File: config.mk
export PLATFORM = sky130hd
export DESIGN_NAME = bram_stream_reader
export DESIGN_NICKNAME = d
export VERILOG_FILES = /design/src/rtl/bram_pkg.sv /design/src/rtl/bram_rd_fifo.sv /design/src/rtl/bram_stream_reader.sv
export SDC_FILE = /design/constraint.sdc
export NUM_CORES = 1
export LEC_CHECK = 0
export ABC_AREA = 1
export CAP_MARGIN = 0
export CORE_UTILIZATION = 40
export CTS_CLUSTER_DIAMETER = 80
export DETAILED_ROUTE_END_ITERATION = 8
export GPL_ROUTABILITY_DRIVEN = 0
export PLACE_DENSITY = 0.63
export SLEW_MARGIN = 0
export SYNTH_ARGS = -nofsm -noshare
export SYNTH_HDL_FRONTEND = slang
export SYNTH_SLANG_ARGS = --single-unit
File: constraint.sdc
create_clock -name clk -period 1.6 [get_ports clk]
set_input_delay 0.4 -clock clk [delete_from_list [all_inputs] [get_ports clk]]
set_output_delay 0.4 -clock clk [all_outputs]
set_load 0.02 [all_outputs]
File: src/rtl/bram_pkg.sv
// Shared constants and FSM encoding for the block-RAM read/write initiators.
// Both initiators use the same geometry and state names.
package bram_pkg;

  localparam int BRAM_AW    = 10;
  localparam int BRAM_DW    = 24;
  localparam int BRAM_DEPTH = 4;

  typedef enum logic [1:0] {
    IDLE  = 2'd0,
    ISSUE = 2'd1,
    DRAIN = 2'd2
  } bram_state_e;

endpackage

File: src/rtl/bram_rd_fifo.sv
// Small register FIFO that holds words returned by the RAM until the consumer takes them.
// The head is a plain register read, so the stream data is stable while it is not being popped.
module bram_rd_fifo #(
  parameter int  DW    = 24,
  parameter int  DEPTH = 4,
  localparam int PW    = $clog2(DEPTH)
) (
  input  logic          clk_i,
  input  logic          rst_ni,
  input  logic          wr_en_i,
  input  logic [DW-1:0] wr_data_i,
  input  logic          rd_en_i,
  output logic [DW-1:0] rd_data_o,
  output logic [PW:0]   occ_o
);

  logic [DW-1:0] mem_q [DEPTH];
  logic [PW-1:0] wr_ptr_q, rd_ptr_q;
  logic [PW:0]   occ_q;

  always_ff @(posedge clk_i or negedge rst_ni) begin
    if (!rst_ni) begin
      for (int i = 0; i < DEPTH; i++) mem_q[i] <= '0;
      wr_ptr_q <= '0;
      rd_ptr_q <= '0;
      occ_q    <= '0;
    end else begin
      if (wr_en_i) begin
        mem_q[wr_ptr_q] <= wr_data_i;
        wr_ptr_q        <= wr_ptr_q + PW'(1);
      end
      if (rd_en_i) rd_ptr_q <= rd_ptr_q + PW'(1);
      // Push and pop in the same cycle cancel out in the occupancy count.
      case ({wr_en_i, rd_en_i})
        2'b10:   occ_q <= occ_q + (PW+1)'(1);
        2'b01:   occ_q <= occ_q - (PW+1)'(1);
        default: occ_q <= occ_q;
      endcase
    end
  end

  assign rd_data_o = mem_q[rd_ptr_q];
  assign occ_o     = occ_q;

  a_no_overflow: assert property (@(posedge clk_i) disable iff (!rst_ni)
    !(wr_en_i && !rd_en_i && occ_q == (PW+1)'(DEPTH)));
  a_no_underflow: assert property (@(posedge clk_i) disable iff (!rst_ni)
    !(rd_en_i && occ_q == '0));

endmodule

File: src/rtl/bram_stream_reader.sv
// Read-side initiator: turns a (base, count) command into sequential RAM reads and
// a valid/ready output stream, hiding the RAM's registered read latency.
module bram_stream_reader
  import bram_pkg::*;
#(
  parameter int  AW    = BRAM_AW,
  parameter int  DW    = BRAM_DW,
  parameter int  DEPTH = BRAM_DEPTH,
  localparam int PW    = $clog2(DEPTH)
) (
  input  logic          clk,
  input  logic          rst_n,
  input  logic          start,
  input  logic [AW-1:0] base,
  input  logic [AW:0]   count,
  output logic          busy,
  output logic          done,
  output logic          mem_rd_en,
  output logic [AW-1:0] mem_rd_addr,
  input  logic [DW-1:0] mem_rd_data,
  output logic          out_valid,
  output logic [DW-1:0] out_data,
  output logic          out_last,
  input  logic          out_ready,
  output bram_state_e   dbg_state,
  output logic [PW:0]   dbg_occ
);

  localparam logic [AW:0] ONE = (AW+1)'(1);

  bram_state_e   state_q, state_d;
  logic [AW-1:0] addr_q, addr_d;
  logic [AW:0]   issue_left_q, issue_left_d;
  logic [AW:0]   retire_left_q, retire_left_d;
  logic          rd_en_q, rd_en_d;
  logic          rd_pipe_q;
  logic          done_q, done_d;
  logic [PW:0]   occ;
  logic [PW+1:0] used;
  logic          credit_ok;
  logic          handshake;

  // Stream handshake: a word transfers on a rising edge where out_valid and out_ready
  // are both high; out_valid never drops and out_data never changes until that edge.
  assign out_valid = (occ != '0);
  assign handshake = out_valid && out_ready;
  assign out_last  = out_valid && (retire_left_q == ONE);

  // Reads in flight (registered enable plus the RAM's output stage) reserve buffer slots.
  assign used      = {1'b0, occ} + (PW+2)'(rd_en_q) + (PW+2)'(rd_pipe_q);
  assign credit_ok = (used < (PW+2)'(DEPTH));

  always_comb begin
    state_d       = state_q;
    addr_d        = addr_q;
    issue_left_d  = issue_left_q;
    retire_left_d = retire_left_q;
    rd_en_d       = 1'b0;
    done_d        = 1'b0;
    if (handshake) retire_left_d = retire_left_q - ONE;
    case (state_q)
      IDLE: begin
        if (start) begin
          addr_d        = base;
          retire_left_d = count;
          if (count == '0) begin
            done_d = 1'b1;
          end else begin
            rd_en_d      = 1'b1;
            issue_left_d = count - ONE;
            state_d      = (count == ONE) ? DRAIN : ISSUE;
          end
        end
      end
      ISSUE: begin
        if (credit_ok) begin
          rd_en_d      = 1'b1;
          addr_d       = addr_q + AW'(1);
          issue_left_d = issue_left_q - ONE;
          if (issue_left_q == ONE) state_d = DRAIN;
        end
      end
      DRAIN: begin
        if (handshake && retire_left_q == ONE) begin
          state_d = IDLE;
          done_d  = 1'b1;
        end
      end
      default: state_d = IDLE;
    endcase
  end

  always_ff @(posedge clk or negedge rst_n) begin
    if (!rst_n) begin
      state_q       <= IDLE;
      addr_q        <= '0;
      issue_left_q  <= '0;
      retire_left_q <= '0;
      rd_en_q       <= 1'b0;
      rd_pipe_q     <= 1'b0;
      done_q        <= 1'b0;
    end else begin
      state_q       <= state_d;
      addr_q        <= addr_d;
      issue_left_q  <= issue_left_d;
      retire_left_q <= retire_left_d;
      rd_en_q       <= rd_en_d;
      rd_pipe_q     <= rd_en_q;
      done_q        <= done_d;
    end
  end

  bram_rd_fifo #(.DW(DW), .DEPTH(DEPTH)) u_fifo (
    .clk_i     (clk),
    .rst_ni    (rst_n),
    .wr_en_i   (rd_pipe_q),
    .wr_data_i (mem_rd_data),
    .rd_en_i   (handshake),
    .rd_data_o (out_data),
    .occ_o     (occ)
  );

  assign busy        = (state_q != IDLE);
  assign done        = done_q;
  assign mem_rd_en   = rd_en_q;
  assign mem_rd_addr = addr_q;
  assign dbg_state   = state_q;
  assign dbg_occ     = occ;

endmodule

==> metrics list <==
- The run finished, with violations left.
- The final reports fail on negative setup slack.
* Area share of fa/ha/maj cells after synthesis: 2.74%
- Summing every instance area after synthesis gives 7130 sq um.
* Io pins: 93
* Final total power: 23.3 mW
- Relative to the synthesized area, the layout overhead comes to 43.1%.
- Number of hold violations in the final report: 0
- Critical path cell sequence: buf_8 -> o21ai_0 -> o22ai_1 -> buf_4
* Clock Latency Late Sink: 0.41 ns
- In the final routed layout, each cell accounts on average for 14.5 microns.
- The tightest min-delay check is of the register to register type.
* Initial core utilization: 41.1%
- Proportion of layout cells with a drive suffix above 1: 26.4%
- Clock-pin slew was measured on the worst setup and hold paths at 0.06 ns.
* Leak Pwr: 4.85 nW
* Combinational family with the most area after synthesis: simple AND/OR/NAND/NOR gates
- Final critical delay including setup and external delays: 1.99 ns
* Final worst-path cycle share: 124%
- Sequential cells were found to cover 49.1% of the synthesized design area.
- Vias in the first global route: 6489
- Number of buffers inserted by port buffering: 92
- Critical Path RT: 1.20 ns
- Post-placement cell count: 1280
- Worst setup SP type: register
- Registers take 3510 sq um.
- The number of nets in the synthesized netlist is 972.
- The library cell used most frequently in the layout, excluding fill and tap cells, is nand2_1.
* Longest Clk Path Bufs: 2
* Achievable clock frequency: 503 MHz
- The largest total area in the synthesized netlist belongs to dfrtp_1.
- Pwr per Cell Area: 2280 nW/um^2
- Number of cells in the finished layout apart from fillers: 1326
* Complex-gate fraction of the synthesized area: 16.8%
* Overall overflow remaining after global route: 0
* Peak VDD IR: 1.17 mV
* Fill cell count: 1574
- On the final layout, the worst hold slack is 0.408 ns.
- Clock tree synthesis found a total of 140 sinks.
- 0 antenna diodes ended up in the layout.
- Area fraction in and, or, nand and nor cells after synthesis: 22.7%
- OpenSTA, run right after detailed placement, puts the worst setup slack at -0.485 ns.
* First-pass GRT wire length: 31.8 mm
- Multi-input gate area in the final layout: 3570 sq um
- Final setup violation count: 32
- In this design, the stage delay of the slowest critical-path cell is 0.45 ns.
- Number of violations reported at the end of detailed-routing iteration 0: 391
* Maximum net fanout on the critical path: 26
* Worst Tran Pin Value: 0.338 ns
* Placeable core area: 17400 sq um
* Post-layout nets: 1153
- Flip-flop and latch count after synthesis: 140
- Measured against its own limit, the worst slew margin works out to 77.5%.
- The number of max-slew violations in the final report was 0.
* Via total after detailed routing: 6652
* Die W: 136 microns
* DRC viols: 0
* Clock tree from TritonCTS: yes
- CTS root buf: clkbuf_16
- The H-tree was split into 4 levels.
- The initial antenna violation count was 0.
- The floorplan step set the die height to 136 microns.
- In the post-route analysis, the smallest setup slack over all paths is -0.388 ns.
* Row cnt: 48
* Commonest cells after routing, fill and taps aside: nand2_1 (223), o21ai_0 (137), dfrtp_1 (135), buf_4 (100), nor2_1 (76)
* Critical path class: register to primary output
- Layout Skew: 0.00639 ns
- Global routing used 22.3% of the available tracks.
- The average instance in the mapped netlist occupies 7.85 sq um.
* Post-synthesis mux area share: 0%
* Xor and xnor fraction of the mapped netlist area: 1.60%
- The synthesized netlist contains 31 unique library cells.
- Share of the core filled with cells: 58.8%
- Arrival @ worst endpoint: 1.59 ns
* Cts bufs inserted: 17
- The tool flagged a number of max-cap violations equal to 0.
- TritonRoute pass-1 iters: 4
* Slowest CP cell: dfrtp_2
* Area of the die: 18400 sq um
* Top-area cell type share of the netlist area: 49.1%
- Detailed placement finished with a half-perimeter wire length of 13.0 mm.
- Main area contributors after synthesis: dfrtp_1 (49%), o21ai_0 (12%), nand2_1 (12%), nor2_1 (5.0%), inv_1 (4.0%)
- For this run, the number of Yosys warnings is 0.
- After detailed routing, the number of vias per cell comes to 5.02.
- The detail route stage leaves a number of antenna-violating nets equal to 0.
- Maximum number of pins on one net before global-route repair: 39
* Final wirelength: 19.3 mm
* Unrepaired setup endpoints after global routing: yes
- Post-synthesis instance total: 908
* Endpoint type of the worst setup path: primary output
## registers in the layout, summed over array words and instances (netlist names)
signal	flops
u_fifo.rd_ptr_q	2
rd_pipe_q	1
issue_left_q	11
mem_rd_en	1
done	1
u_fifo.occ_o	3
retire_left_q	11
dbg_state	2
u_fifo.mem_q	96
u_fifo.wr_ptr_q	2
mem_rd_addr	10
## through the flow
stage	TNS [ns]	instance area [sq um]
global route	-11.69	10200
global placement	-16.40	9050
floorplan	-0.194	7230
CTS	-9.60	9930
finish	-9.09	10200
detailed placement	-17.33	9050
## cells by family after synthesis
| kind of cell | Yosys count |
|---|---|
| AO/OA/AOI/OAI | 228 |
| XOR/XNOR | 13 |
| adder cells (fa/ha/maj) | 15 |
| buffers and inverters | 123 |
| flip-flops | 140 |
| AND/OR/NAND/NOR | 389 |
## final timing paths
path	cells after the start	endpoint	from	slack [ns]
worst min register to register	0	rd_pipe_q	mem_rd_en	0.41
worst max-delay path	4	out_data[6]	u_fifo.rd_ptr_q[0]	-0.39
worst max register to register	11	u_fifo.occ_o[2]	u_fifo.occ_o[0]	-0.16
worst min-delay path	0	rd_pipe_q	mem_rd_en	0.41
max in group asynchronous	3	u_fifo.mem_q[0]	rst_n	0.62
min in group asynchronous	2	u_fifo.mem_q[83]	rst_n	0.45
## layout make-up
type                    instances  share of cell area, %
multi-input cells             645                   35.0
inverters                      81                   3.18
clock inverters                10                   1.61
repair buffers                204                   18.6
flip-flops and latches        140                   34.4
clock buffers                  21                   4.51
well taps                     225                   2.76
## cells in the mapped netlist
library cell and count:
o21ai_2 2, o21ai_0 173, and2_1 1, nand2_1 227
nor2_4 2, nor2_1 95, o21ai_1 1, nand3b_1 1
clkinv_4 1, o22ai_1 28, nand3_2 4, clkbuf_1 19
buf_2 21, inv_1 76, a21oi_1 19, o211ai_1 3
xnor2_1 4, nor3_1 4, a22oi_1 1, buf_6 2
nand2_2 4, xor2_1 9, ha_1 14, dfrtp_1 140
nand3_1 39, a31oi_1 1, fa_1 1, nor2_2 3
nand2_4 3, nand4_1 6, inv_2 4
## routing by layer
metal / global-route usage [%] / part of all wire (%) / routed length [microns]
met5: 0 / 0 / 0
met4: 5.99 / 0.96 / 185
met3: 4.53 / 2.8 / 546
met2: 38.9 / 51 / 9860
met1: 28.1 / 45 / 8680
## report_power, final
group | switching, mW | leakage (nW) | internal [mW]
logic | 6.94 | 2.85 | 5.50
clock network | 1.47 | 0.304 | 2.69
registers | 1.34 | 1.69 | 5.35
total | 9.75 | 4.85 | 13.5
## critical path: cells and delay by family (launching register included)
kind	cells	cell delay, ns
flip-flops	1	0.45
buffers and inverters	2	0.39
AO/OA/AOI/OAI	2	0.34
## repair_timing
item	4_1_cts	5_1_grt
buffers inserted	9	7
pin swaps	15	23
endpoints found under the setup margin	52	64
gates cloned	2	0
hold endpoints to repair	26	0
gates resized for setup	238	113
hold buffers	1	0
No activity file was read; power rests on OpenSTA's default activity.
